### src/rtl/display_scheduler.sv
// display_scheduler
//   Owns the 16-bit word interface of the SPI master driving a MAX7219.
//   Runs the power-up init sequence, then shares the SPI master between
//   host intensity updates and per-tick digit-refresh frames. Digits are
//   snapshotted when a frame starts so a frame never tears.
//
//   Optional feature macro: DISPLAY_SCHED_DELTA_EN
//     When defined, per-digit shadow registers hold the last sent {dp,digit}
//     and a frame skips digits that have not changed.
//
// Ports
//   clk, res          clock, synchronous active-high reset
//   tick              frame request, rising edge detected internally
//   display_ena       ticks ignored while low
//   digit_data        BCD digit i at [4i+3:4i], digit 0 is address 1
//   dp_mask           decimal point per digit
//   int_req, int_val  intensity change request and value
//   int_ack           pulse when the intensity word has been sent
//   spi_word, spi_cs  word and active-low chip select to the SPI master
//   spi_send          SPI master report_send
//   spi_ready         SPI master report_ready
//   init_done         init sequence complete
//   busy              not IDLE
//   frame_drop        pulse when a tick is lost
module display_scheduler #(
  parameter int         DIGITS         = 6,
  parameter logic [7:0] SCAN_LIMIT     = 8'd5,
  parameter logic [3:0] INTENSITY_INIT = 4'h8
) (
  input  logic                  clk,
  input  logic                  res,
  input  logic                  tick,
  input  logic                  display_ena,
  input  logic [4*DIGITS-1:0]   digit_data,
  input  logic [DIGITS-1:0]     dp_mask,
  input  logic                  int_req,
  input  logic [3:0]            int_val,
  output logic                  int_ack,
  output logic [15:0]           spi_word,
  output logic                  spi_cs,
  input  logic                  spi_send,
  input  logic                  spi_ready,
  output logic                  init_done,
  output logic                  busy,
  output logic                  frame_drop
);

  localparam int IW = (DIGITS > 1) ? $clog2(DIGITS) : 1;

  typedef enum logic [1:0] {S_IDLE, S_ISSUE, S_WAIT_SEND, S_WAIT_READY} state_t;
  typedef enum logic [1:0] {K_INIT, K_INT, K_FRAME} kind_t;

  state_t state, state_nx;
  kind_t  kind;

  logic [2:0]             init_idx;
  logic [IW-1:0]          digit_idx;
  logic                   frame_pend;     // set from tick until last digit done
  logic                   frame_started;  // snapshot taken for current frame
  logic                   int_pend;
  logic [3:0]             int_val_l;
  logic                   tick_q;
  logic [DIGITS-1:0][4:0] snap;

`ifdef DISPLAY_SCHED_DELTA_EN
  logic [DIGITS-1:0][4:0] shadow;
  logic [DIGITS-1:0]      shadow_vld;
`endif

  logic [DIGITS-1:0][3:0] dig_in;
  logic [DIGITS-1:0][4:0] cur_all;
  logic [4:0]             cur_dig;
  logic [15:0]            init_word, frame_word;
  logic                   tick_edge, sel_init, sel_int, sel_frame, skip, last_digit;

  assign dig_in     = digit_data;
  assign tick_edge  = tick & ~tick_q;
  assign sel_init   = ~init_done;
  assign sel_int    = init_done & int_pend;
  assign sel_frame  = init_done & ~int_pend & frame_pend;
  assign last_digit = (digit_idx == IW'(DIGITS - 1));
  assign busy       = (state != S_IDLE);

  always_comb begin
    cur_all = '0;
    for (int i = 0; i < DIGITS; i++) cur_all[i] = {dp_mask[i], dig_in[i]};
  end

  // First digit of a frame reads the live inputs, the same cycle they are
  // captured into snap; later digits read the snapshot.
  assign cur_dig    = frame_started ? snap[digit_idx] : cur_all[digit_idx];
  assign frame_word = {8'(digit_idx) + 8'd1, cur_dig[4], 3'b000, cur_dig[3:0]};

  always_comb begin
    case (init_idx)
      3'd0:    init_word = 16'h0C01;
      3'd1:    init_word = 16'h09FF;
      3'd2:    init_word = {8'h0B, SCAN_LIMIT};
      3'd3:    init_word = {8'h0A, 4'h0, INTENSITY_INIT};
      default: init_word = 16'h0F00;
    endcase
  end

`ifdef DISPLAY_SCHED_DELTA_EN
  assign skip = shadow_vld[digit_idx] && (shadow[digit_idx] == cur_dig);
`else
  assign skip = 1'b0;
`endif

  always_comb begin
    state_nx = state;
    case (state)
      S_IDLE:       if (sel_init || sel_int || (sel_frame && !skip)) state_nx = S_ISSUE;
      S_ISSUE:      if (spi_ready) state_nx = S_WAIT_SEND;
      S_WAIT_SEND:  if (spi_send) state_nx = S_WAIT_READY;
      S_WAIT_READY: if (spi_ready && !spi_send) state_nx = S_IDLE;
      default:      state_nx = S_IDLE;
    endcase
  end

  always_ff @(posedge clk) begin
    if (res) begin
      state         <= S_IDLE;
      kind          <= K_INIT;
      init_idx      <= '0;
      digit_idx     <= '0;
      frame_pend    <= 1'b0;
      frame_started <= 1'b0;
      int_pend      <= 1'b0;
      int_val_l     <= '0;
      tick_q        <= 1'b0;
      snap          <= '0;
      spi_word      <= '0;
      spi_cs        <= 1'b1;
      int_ack       <= 1'b0;
      init_done     <= 1'b0;
      frame_drop    <= 1'b0;
`ifdef DISPLAY_SCHED_DELTA_EN
      shadow        <= '0;
      shadow_vld    <= '0;
`endif
    end else begin
      state      <= state_nx;
      tick_q     <= tick;
      int_ack    <= 1'b0;
      frame_drop <= 1'b0;

      // frame_pend covers both queued and in-progress frames, so a tick
      // during either is dropped rather than queued.
      if (tick_edge && display_ena) begin
        if (frame_pend) frame_drop <= 1'b1;
        else            frame_pend <= 1'b1;
      end

      case (state)
        S_IDLE: begin
          if (sel_init) begin
            spi_word <= init_word;
            kind     <= K_INIT;
          end else if (sel_int) begin
            spi_word <= {8'h0A, 4'h0, int_val_l};
            kind     <= K_INT;
            int_pend <= 1'b0;
          end else if (sel_frame) begin
            if (!frame_started) begin
              snap          <= cur_all;
              frame_started <= 1'b1;
            end
            if (skip) begin
              // unchanged digit: advance without touching the SPI master
              if (last_digit) begin
                digit_idx     <= '0;
                frame_pend    <= 1'b0;
                frame_started <= 1'b0;
              end else begin
                digit_idx <= digit_idx + 1'b1;
              end
            end else begin
              spi_word <= frame_word;
              kind     <= K_FRAME;
`ifdef DISPLAY_SCHED_DELTA_EN
              shadow[digit_idx]     <= cur_dig;
              shadow_vld[digit_idx] <= 1'b1;
`endif
            end
          end
        end
        S_ISSUE: if (spi_ready) spi_cs <= 1'b0;
        S_WAIT_SEND: begin
          if (spi_send) begin
            spi_cs <= 1'b1;
            if (kind == K_INT) int_ack <= 1'b1;
          end
        end
        S_WAIT_READY: begin
          if (spi_ready && !spi_send) begin
            if (kind == K_INIT) begin
              if (init_idx == 3'd4) begin
                init_done <= 1'b1;
`ifdef DISPLAY_SCHED_DELTA_EN
                shadow_vld <= '0;
`endif
              end else begin
                init_idx <= init_idx + 3'd1;
              end
            end else if (kind == K_FRAME) begin
              if (last_digit) begin
                digit_idx     <= '0;
                frame_pend    <= 1'b0;
                frame_started <= 1'b0;
              end else begin
                digit_idx <= digit_idx + 1'b1;
              end
            end
          end
        end
        default: ;
      endcase

      // A request landing on the same edge as the IDLE load wins, so it is
      // sent again rather than lost.
      if (int_req) begin
        int_pend  <= 1'b1;
        int_val_l <= int_val;
      end
    end
  end

endmodule

### config.mk
export PLATFORM = sky130hd
export DESIGN_NAME = display_scheduler
export DESIGN_NICKNAME = d
export VERILOG_FILES = /design/src/rtl/display_scheduler.sv
export SDC_FILE = /design/constraint.sdc
export NUM_CORES = 1
export LEC_CHECK = 0
export ABC_CLOCK_PERIOD_IN_PS = 1800
export CAP_MARGIN = 20
export CORE_MARGIN = 4
export CORE_UTILIZATION = 30
export DETAILED_ROUTE_END_ITERATION = 8
export HOLD_SLACK_MARGIN = 0.12
export PLACE_DENSITY = 0.52
export SYNTH_ARGS = -nofsm -noshare
export SYNTH_HDL_FRONTEND = slang
export SYNTH_SLANG_ARGS = --single-unit
### constraint.sdc
create_clock -name clk -period 1.8 [get_ports clk]
set_input_delay 0.36 -clock clk [delete_from_list [all_inputs] [get_ports clk]]
set_output_delay 0.36 -clock clk [all_outputs]
set_load 0.005 [all_outputs]
## Word level (Yosys, flattened, before mapping)

Cells that the tools add are included.

- Output and inout port bits: 21
- Flip-flop bits (word level): 68
- Bits of input ports: 41
- Logic and storage cells: 125

- Equality and inequality tests: 21
- Reductions and logical operators: 25
- Order comparisons: 1
- $add $sub $neg: 3
- Muxes and demuxes: 41
- Bitwise gates (word level): 14

Operators with widths:

| operator | number |
|---|---|
| 2-to-1 mux 16 bit | 3 |
| case mux 11 bit (4 select lines) | 1 |
| binary-select mux 5 bit (select 3 bit) | 2 |
| 2-to-1 mux 1 bit | 21 |
| != test 2 bit, second input constant | 10 |
| AND reduction 4 bit | 4 |
| 2-to-1 mux 5 bit | 3 |
| 2-to-1 mux 2 bit | 7 |
| nonzero test 2 bit | 6 |
| NOT 1 bit | 10 |
| case mux 2 bit (4 select lines) | 1 |
| AND reduction 8 bit | 1 |
| adder 3 x 1 -> 3 bit, second input constant | 2 |
| == test 2 bit, second input constant | 3 |
| == test 3 x 2 -> 1 bit, second input constant | 2 |
| == test 3 bit, second input constant | 2 |
| AND reduction 3 bit | 2 |
| AND reduction 5 bit | 1 |
| adder 3 x 1 -> 4 bit, second input constant | 1 |
| AND 1 bit | 4 |
| == test 2 x 1 -> 1 bit, second input constant | 2 |
| zero test 2 bit | 2 |
| less-than comparator 3 x 4 -> 1 bit, second input constant | 1 |
| case mux 1 bit (2 select lines) | 2 |
| other kinds (10) | 12 |

## Depth between registers and ports, before layout

- Depth after elaboration: 9
- Gate-level depth with buffers: 7
- Gate-level depth less buffers: 6

## Worst setup path after synthesis

Ideal clock, no wire load.

- Path kind: flip-flop to flip-flop
- From: register state[0]
- To: register spi_word[7]
- Required time: 1.724 ns
- Buffers on the path: 0
- Slack: 0.161 ns
- Setup time: 0.076 ns
- Stages on the path, launching flop included: 6
- Arrival: 1.563 ns
- Clock period less this slack: 1.639 ns
- Cells stage by stage: dfxtp_1 -> inv_1 -> ha_1 -> nand4b_1 -> or4_1 -> o22ai_1

- Cells in the longest elaborated chain, start to end: 2

RTL lines:

| item | RTL line | RTL |
|---|---|---|
| start: declaration | 53 | `state_t state, state_nx;` |
| start signal: assignment | 143 | `state <= state_nx;` |
| zero test 2 bit | 155 | `case (state)` |
| AND reduction 2 bit (no source line) | n/a |  |
| end signal: assignment | 158 | `spi_word <= init_word;` |
| end signal: assignment | 161 | `spi_word <= {8'h0A, 4'h0, int_val_l};` |
| end signal: assignment | 179 | `spi_word <= frame_word;` |
| end: declaration | 39 | `output logic [15:0] spi_word,` |

Every way passes these cells.
A chain may end at the register's enable or synchronous reset.

## Final worst setup path

- From: register init_done
- To: output init_done

RTL lines:

| item | RTL line | RTL |
|---|---|---|
| start: declaration | 43 | `output logic init_done,` |
| start signal: assignment | 136 | `init_done <= 1'b0;` |
| start signal: assignment | 199 | `init_done <= 1'b1;` |

No word-level cell between the ends.

==> results.cfg <==
[status]
status = complete, no violations

[cells_and_area]
n_antenna_cell = 0
fin_util = 0.4109
nets = 501
fin_area_sq_um = 4223
fill_cells = 1066
area_delta_synth_final_pct = 33.77
drive_above_1_share = 0.1214
fin_cells = 589

[yosys]
syn_inst = 383
ys_seq_elements = 62
syn-cell-area_sq_um = 3157
ys.flop_type = dfxtp_1
yosysMostFrequentCell = nand2_1
yosysTopAreaCell = dfxtp_1
yosysTopAreaCellShare = 0.3932
ys_top_cells_by_count = nand2_1 (72), dfxtp_1 (62), a21oi_1 (42)
synth.distinct_cells = 47
synth_area_leaders = dfxtp_1 (39%), mux2i_1 (11%), nand2_1 (8.6%), a21oi_1 (6.7%), ha_1 (4.8%)
ys_seq_area_frac = 0.3932
yosys_warnings = 0
synth_edf_count = 0
avgSynthCellArea_sq_um = 8.242
async_flop_share = 0

[clock_network]
clk_path_buf_depth = 2
cts-root-buf = clkbuf_8
htreeDepth = 3
cts_tree = yes
clk_latency_ns = 0.34
ctsHoldBuffers = 0
clock_sinks = 62
cts_buffers = 9
clk_transition_reported_paths_ns = 0.07

[global_route]
globalRouteOverflowTotal = 0
grt_pass1_vias = 2807
antenna_found_initial = 0
grt_max_degree = 42
grt_use_total = 0.1397
grt_pass1_wl_microns = 13960

[power]
ir_drop_uv = 349.9
cellPowerDensity_nw_per_um2 = 840.4
power.leakage_nw = 1.473

[floorplan]
dieArea_sq_um = 12230
dieWidth_microns = 110.6
fp-row-count = 37
core_sq_um = 10280
start_util = 0.3072
die_y_microns = 110.6
io_pins = 62

[placed_design]
place_area_sq_um = 3976
port_buffers = 57
dpl.cell_count = 571
hpwl_microns = 6217
finalWeightedCongestion = 0.8185

[timing]
final-setup-viol-count = 0
fmax_ghz = 0.5774
finalHoldViolations = 0
period_needed_ns = 1.732
grt_setup_unrepaired = false
clock_skew_ns = 0.006997
slew_viol_final = 0
fin_crit_sh = 0.9622

[run]
drv_cap = 0

[detailed_routing]
drcViolationCount = 0
initialDrtViolationCount = 145
drt-total-wl_microns = 8423
vias = 2866
drt_pre_antenna_iters = 4
antenna_left = 0
wire_per_inst_microns = 14.30
via_per_inst = 4.866

[setup_path]
slowest_delay_ns = 0.51
required_ns = 1.44
critPathCaptureType = output pin
cp.arrival_ns = 1.37
cp_slowest_cell = clkdlybuf4s50_1
path_max_fanout = 14
crit_family = buffers and inverters
startpoint_type = flop
path_buf_inv = 2
worstPathCellList = buf_8 > clkdlybuf4s50_1
crit_type = reg -> out

[worst_hold_path]
hp-class = in -> reg
-- cells by family (layout without fill, tap and decap cells) --
| logic type | count (synthesis) | in the layout | synth area share |
|---|---|---|---|
| AO/OA/AOI/OAI | 84 | 84 | 0.1712 |
| XOR/XNOR | 4 | 4 | 0.01110 |
| adder cells (fa/ha/maj) | 12 | 12 | 0.04756 |
| buffers and inverters | 45 | 112 | 0.06580 |
| flip-flops | 62 | 62 | 0.3932 |
| multiplexers | 36 | 36 | 0.1193 |
| other | 1 | 4 | 0.001188 |
| AND/OR/NAND/NOR | 139 | 139 | 0.1907 |
-- worst reg2reg max path, cell delays in order (launching register included) --
cell and delay [ns]:
dfxtp_2 0.34, buf_4 0.11, ha_1 0.19, nand3b_1 0.22, a2111o_1 0.49, mux2i_1 0.16, nor2_1 0.05
-- worst paths after layout --
| kind | start | end | slack [ns] | cells past startpoint |
|---|---|---|---|---|
| max | init_done | init_done | 0.07 | 2 |
| min | res | spi_word[7] | 0.37 | 3 |
| min reg2reg | snap[4] | snap[4] | 0.45 | 2 |
| max reg2reg | state[0] | init_idx[1] | 0.11 | 6 |
-- layout make-up --
type                            count  area, sq um  share of cell area
Timing Repair Buffer               83        817.0              0.1935
Clock buffer                       13        168.9             0.04000
Clock inverter                      3        17.52            0.004148
Multi-Input combinational cell    279         1752              0.4148
Sequential cell                    62         1249              0.2957
Tap cell                          136        170.2             0.04030
Inverter                           13        48.80             0.01156
-- placed cells by master (no fill, tap or decap), types with 2 or more instances in the layout --
cell type,Yosys,routed
mux2i_1,35,35
xnor2_1,4,4
dfxtp_1,62,58
inv_1,13,11
dfxtp_2,0,3
nor2_1,32,32
a221oi_1,2,2
conb_1,1,4
a211oi_1,5,4
nor3_1,8,5
a31oi_1,4,4
nand3_1,8,8
buf_12,0,4
a22oi_1,8,8
nand2_1,72,72
nor2b_1,4,4
buf_4,7,21
a21oi_1,42,42
o31ai_1,2,2
o21ai_0,3,3
ha_1,12,11
nand2b_1,5,5
nor3_2,0,3
clkinv_2,0,2
o41ai_1,2,2
clkbuf_8,0,12
nor4_1,2,2
inv_2,0,2
clkdlybuf4s50_1,0,55
a311oi_1,4,4
-- through the flow --
| stage | setup slack [ns] | total power, mW | hold slack [ns] | TNS (ns) |
|---|---|---|---|---|
| 2_1_floorplan | 0.1612 | 1.946 | 0.4315 | 0 |
| 3_3_place_gp | -0.07061 | 2.396 | 0.4379 | -0.2009 |
| 3_5_place_dp | -0.07542 | 2.404 | 0.4435 | -0.3220 |
| 4_1_cts | 0.02379 | 3.602 | 0.3667 | 0 |
| 5_1_grt | 0.003182 | 3.767 | 0.3943 | 0 |
| 6_report | 0.06805 | 3.549 | 0.3747 | 0 |
-- per-layer routing --
metal,GRT usage,vias up,routed length (microns)
met5,0,-,0
met4,0.05172,0,160
met3,0.04055,14,443
met2,0.2180,73,3726
met1,0.1826,1325,4093
li1,-,1454,-
-- flip-flops by register name, indices dropped and copies added (netlist names), 2 cells and up --
name       flops
snap          30
spi_word      10
int_val_l      4
digit_idx      3
init_idx       3
kind           2
state          2
-- power breakdown --
part,internal [mW],switching [mW],leakage (nW)
Sequential,1.48,0.0673,0.505
Combinational,0.473,0.387,0.872
Clock,0.609,0.537,0.0954
Total,2.56,0.992,1.47
-- repair_timing --
item,CTS,global route
cloned,0,0
gates resized for setup,10,5
buffers inserted,1,1
endpoints found under the setup margin,2,6
(Power assumes the default switching activity.)
